[config.mk]
export PLATFORM = sky130hd
export DESIGN_NAME = seq_divider_flat
export DESIGN_NICKNAME = d
export VERILOG_FILES = /design/src/rtl/seq_divider_if.sv /design/src/rtl/seq_divider.sv /design/src/flat_wrapper.sv
export SDC_FILE = /design/constraint.sdc
export NUM_CORES = 1
export LEC_CHECK = 0
export ABC_CLOCK_PERIOD_IN_PS = 1900
export BUFFER_PORTS_ARGS = -buffer_cell sky130_fd_sc_hd__buf_2
export CAP_MARGIN = 10
export CORE_AREA = 2 2 59 61
export DETAILED_ROUTE_END_ITERATION = 7
export DIE_AREA = 0 0 61 63
export GPL_ROUTABILITY_DRIVEN = 1
export PLACE_DENSITY = 0.69
export SKIP_CTS_REPAIR_TIMING = 1
export SLEW_MARGIN = 20
export SYNTH_ARGS = -nofsm -noshare
export SYNTH_HDL_FRONTEND = slang
export SYNTH_SLANG_ARGS = --single-unit
[constraint.sdc]
create_clock -name clk -period 1.9 [get_ports clk]
set_input_delay 0.095 -clock clk [delete_from_list [all_inputs] [get_ports clk]]
set_output_delay 0.095 -clock clk [all_outputs]
set_load 0.02 [all_outputs]
[src/rtl/seq_divider_if.sv]
// Handshake and operand/result bundle for the sequential divider.
interface seq_divider_if #(
    parameter int WIDTH = 6,
    parameter int DW    = 2
);
    logic             start;
    logic [WIDTH-1:0] dividend;
    logic [DW-1:0]    divisor;
    logic             busy;
    logic             done;
    logic [WIDTH-1:0] quotient;
    logic [DW-1:0]    remainder;
    logic             div_by_zero;

    // Requester side: issues operands, observes status and results.
    modport master (
        output start, dividend, divisor,
        input  busy, done, quotient, remainder, div_by_zero
    );

    // Divider side.
    modport slave (
        input  start, dividend, divisor,
        output busy, done, quotient, remainder, div_by_zero
    );
endinterface

[src/rtl/seq_divider.sv]
// Multi-cycle unsigned divider: one guarded subtraction per clock, counting
// subtractions into the quotient. Results are returned through a
// start/busy/done handshake and held until the next completion.
module seq_divider #(
    parameter int WIDTH = 6,
    parameter int DW    = 2
) (
    input  logic         clk,
    input  logic         rst,
    seq_divider_if.slave bus
);
    typedef enum logic [1:0] {
        IDLE = 2'd0,
        RUN  = 2'd1,
        DONE = 2'd2
    } state_t;

    state_t state, state_nx;

    logic [WIDTH-1:0] acc;
    logic [WIDTH-1:0] q;
    logic [DW-1:0]    dvs;
    logic [WIDTH-1:0] dvs_ext;
    logic             acc_ge;
    logic [WIDTH-1:0] quotient_r;
    logic [DW-1:0]    remainder_r;
    logic             dbz_r;

    assign dvs_ext = {{(WIDTH-DW){1'b0}}, dvs};
    assign acc_ge  = (acc >= dvs_ext);

    // State register; reset abandons any in-flight operation without a done pulse.
    always_ff @(posedge clk) begin
        if (rst) begin
            state <= IDLE;
        end else begin
            state <= state_nx;
        end
    end

    // Next-state decode: zero divisor bypasses RUN, RUN exits once acc < divisor.
    always_comb begin
        state_nx = state;
        case (state)
            IDLE: begin
                if (bus.start) begin
                    state_nx = (bus.divisor == '0) ? DONE : RUN;
                end
            end
            RUN: begin
                if (!acc_ge) begin
                    state_nx = DONE;
                end
            end
            DONE:    state_nx = IDLE;
            default: state_nx = IDLE;
        endcase
    end

    // Datapath: operand capture, subtract-and-count, result latch on DONE entry.
    always_ff @(posedge clk) begin
        if (rst) begin
            acc         <= '0;
            q           <= '0;
            dvs         <= '0;
            quotient_r  <= '0;
            remainder_r <= '0;
            dbz_r       <= 1'b0;
        end else begin
            case (state)
                IDLE: begin
                    if (bus.start) begin
                        if (bus.divisor != '0) begin
                            acc   <= bus.dividend;
                            q     <= '0;
                            dvs   <= bus.divisor;
                            dbz_r <= 1'b0;
                        end else begin
                            quotient_r  <= '1;
                            remainder_r <= '0;
                            dbz_r       <= 1'b1;
                        end
                    end
                end
                RUN: begin
                    if (acc_ge) begin
                        // Guarded by the compare, so acc never underflows and
                        // q is bounded by the dividend.
                        acc <= acc - dvs_ext;
                        q   <= q + WIDTH'(1);
                    end else begin
                        quotient_r  <= q;
                        remainder_r <= acc[DW-1:0];
                    end
                end
                default: begin
                end
            endcase
        end
    end

    // All outputs come straight from registers or the state register.
    assign bus.busy        = (state != IDLE);
    assign bus.done        = (state == DONE);
    assign bus.quotient    = quotient_r;
    assign bus.remainder   = remainder_r;
    assign bus.div_by_zero = dbz_r;
endmodule

[src/flat_wrapper.sv]
// flat-port wrapper written by rule: the top's interface ports become plain ports
module seq_divider_flat 
#(
    parameter int WIDTH = 6,
    parameter int DW    = 2
)
  (clk, rst, bus_start, bus_dividend, bus_divisor, bus_busy, bus_done, bus_quotient, bus_remainder, bus_div_by_zero);
  seq_divider_if #(.WIDTH(WIDTH), .DW(DW)) bus_i ();
  input  logic clk;
  input  logic rst;
  input wire logic [$bits(bus_i.start)-1:0] bus_start;
  input wire logic [$bits(bus_i.dividend)-1:0] bus_dividend;
  input wire logic [$bits(bus_i.divisor)-1:0] bus_divisor;
  output wire logic [$bits(bus_i.busy)-1:0] bus_busy;
  output wire logic [$bits(bus_i.done)-1:0] bus_done;
  output wire logic [$bits(bus_i.quotient)-1:0] bus_quotient;
  output wire logic [$bits(bus_i.remainder)-1:0] bus_remainder;
  output wire logic [$bits(bus_i.div_by_zero)-1:0] bus_div_by_zero;
  assign bus_i.start = bus_start;
  assign bus_i.dividend = bus_dividend;
  assign bus_i.divisor = bus_divisor;
  assign bus_busy = bus_i.busy;
  assign bus_done = bus_i.done;
  assign bus_quotient = bus_i.quotient;
  assign bus_remainder = bus_i.remainder;
  assign bus_div_by_zero = bus_i.div_by_zero;
  seq_divider #(.WIDTH(WIDTH), .DW(DW)) u_core (.clk(clk), .rst(rst), .bus(bus_i));
endmodule
==> out/results.txt <==
Clock latency on the worst-skew pair = 0.33 ns
Diode count = 0
Hold Path Class = primary input to register
Drt via density = 5.327
Post-synthesis cell area = 1246 um^2
Largest net degree at the start of global routing = 17
Synthesized Nets = 156
Overflow after GRT = 0
Final setup fails = 12
Placement Cell Area = 1481 um^2
Clock Skew = 0.003170 ns
First-pass GRT wire length = 4961 um
Register-to-register setup slack = -0.10 ns
CTS sink cnt = 25
Ranking of synthesized cells by area = dfxtp_1 40%, a21oi_1 6.8%, nand2_1 5.1%
Via Count = 1156
Worst EP required = 2.13 ns
Pre-CTS setup slack = -0.1221 ns
Initial core utilization = 38.56%
CTS clk-pin slew, worst paths = 0.13 ns
Num CTS Buffers = 3
Switch Pwr = 406.7 uW
Die area = 3843 um^2
Yosys Warn Count = 0
Fin util = 49.05%
Core area = 3232 um^2
Input/output buffers = 21
Vias in the first global route = 1153
Flop pwr share = 49.4%
Peak VDD IR = 0.3437 mV
Synth top cells by count = 25 x dfxtp_1, 17 x a21oi_1, 17 x nand2_1
CTS tree = built
Logic gate share of total power = 30.7%
Die width = 61 um
R2R depth = 8
Die Y = 63 um
Area share of the largest cell type after synthesis = 40.16%
Max-cap viol count = 0
DR pass1 iterations = 4
Slew of the pin with the lowest slew margin = 0.3654 ns
Number of synthesized flops with an enable pin = 0
H-tree levels = 1
Period utilization = 105.5%
IO Count = 22
Syn Inst Count = 141
Final Hold Fails = 0
Data arrival time of the critical path = 2.23 ns
CTS Buffer Depth = 2
Gp weighted congestion = 0.8642
CP startpoint kind = register
Fmax = 0.4988 GHz
Reg2reg end = u_core.q[3]
HPWL after DPL = 2131 um
Relative slew margins = 75.62%
Crit Path Class = register to register
Fill cell total of the finished layout = 330
DR DRC count = 0
Clock power frac = 19.9%
FFs w/ async S/R, synth = 0%
Initial antenna violation count = 0
GRT Total Usage = 16.91%
Pins Over Slew Limit = 0
CP max FO = 5
Run status = complete, but fails checks
Failing checks = negative setup slack
Setup slack after layout = -0.1047 ns
RSZ-0062 raised after global routing = yes
Largest area contributor in the netlist = dfxtp_1
Area grow syn2layout = 27.21%
Net Sw Frac = 33.64%
Cell area after layout = 1585 um^2
Post-synthesis sequential element count = 25
Min cycle time layout = 2.005 ns
Nets = 187
Sequential cell area fraction in the yosys report = 40.16%
Initial DRC count = 61
Synth unique cells = 39
CP Capture Type = register
Post-route ant nets = 0
RR Startpoint = u_core.acc[0]
Layout cell share with drive strength beyond 1 = 39.18%
Most common cell in the synthesized netlist = dfxtp_1
Cell Rows = 21
Int Power = 802.2 uW
Top FF cell, synth = dfxtp_1
Post-Syn Area per Cell = 8.838 um^2
Routed len/inst = 13.30 um
Leakage = 0.0006289 uW
Crit path from = u_core.acc[0]
Final WL = 2886 um
Clock root buffer = clkbuf_4
CP endpoint = u_core.q[3]
PD cells = 762.6 nW/um^2
[sequential cells by signal, summed over array words and instances (netlist names)]
register and cells:
u_core.state 2, u_core.bus.div_by_zero 1, u_core.bus.remainder 2, u_core.acc 6, u_core.bus.quotient 6, u_core.dvs 2, u_core.q 6
[cell type report]
class                      count  area (um^2)  share of cell area, %
clock buffer                   3        22.52                  1.421
clock inverter                 1        5.005                 0.3157
inverter                       5        18.77                  1.184
multi-input combinational    106        794.5                  50.12
sequential                    25        503.0                  31.73
tap                           46        57.56                  3.631
timing repair buffer          31        183.9                  11.60
[cells by family (layout without fill, tap and decap cells)]
logic type	Yosys count	count (layout)	synth area share [%]
AND/OR/NAND/NOR	54	54	21.79
AO/OA/AOI/OAI	43	44	26.81
flip-flops	25	25	40.16
buffers and inverters	11	40	3.414
adder cells (fa/ha/maj)	4	4	4.619
multiplexers	4	4	3.213
[power by group through the flow]
| stage | Sequential [uW] | Clock [uW] | Combinational (uW) |
|---|---|---|---|
| 6_report | 598 | 240 | 371 |
| 5_1_grt | 605 | 267 | 410 |
| 4_1_cts | 597 | 255 | 337 |
| 3_5_place_dp | 609 | 0 | 336 |
| 3_3_place_gp | 607 | 0 | 325 |
| 2_1_floorplan | 617 | 0 | 217 |
[layout by cell type (no fill, tap or decap), types with 4 or more instances in the layout]
cell and instances:
a21oi_1 13, a21oi_2 4, buf_2 21, buf_4 9
dfxtp_1 23, mux2i_1 4, nand2_1 16, nand2b_1 7
nand3_1 5, nor2_1 10, o221a_2 5
[worst min path at each step]
stage	cells after the start	to	start
2_1_floorplan	2	u_core.dvs[0]	bus_divisor[0]
3_3_place_gp	3	u_core.dvs[0]	bus_divisor[0]
3_5_place_dp	3	u_core.dvs[0]	bus_divisor[0]
4_1_cts	3	u_core.dvs[0]	bus_divisor[0]
5_1_grt	3	u_core.dvs[0]	bus_divisor[0]
6_report	3	u_core.dvs[0]	bus_divisor[0]
[routing by layer]
layer | wire, um | GRT usage (%)
met1 | 1319 | 19.75
met2 | 1392 | 28.36
met3 | 117 | 4.762
met4 | 56 | 6.522
met5 | 0 | 0
[worst max-delay path: stages (launching register included)]
cell	delay, ns
dfxtp_2	0.35
inv_2	0.06
ha_4	0.13
inv_2	0.03
fa_2	0.35
or4_4	0.48
o21ai_4	0.25
a21oi_1	0.11
mux2i_1	0.14
[through the flow]
step                total power (uW)   TNS, ns  std cells  hold WS, ns
detailed placement             944.6   -0.7556        212       0.3906
floorplan                      834.4  -0.04203        141       0.2461
global route                    1282    -1.540        217      0.03458
global placement               931.7   -0.3123        212       0.3847
CTS                             1189    -1.406        216      0.01675
finish                          1209   -0.7868        217      0.03007
Note: power is estimated with default switching activity, not from simulation.
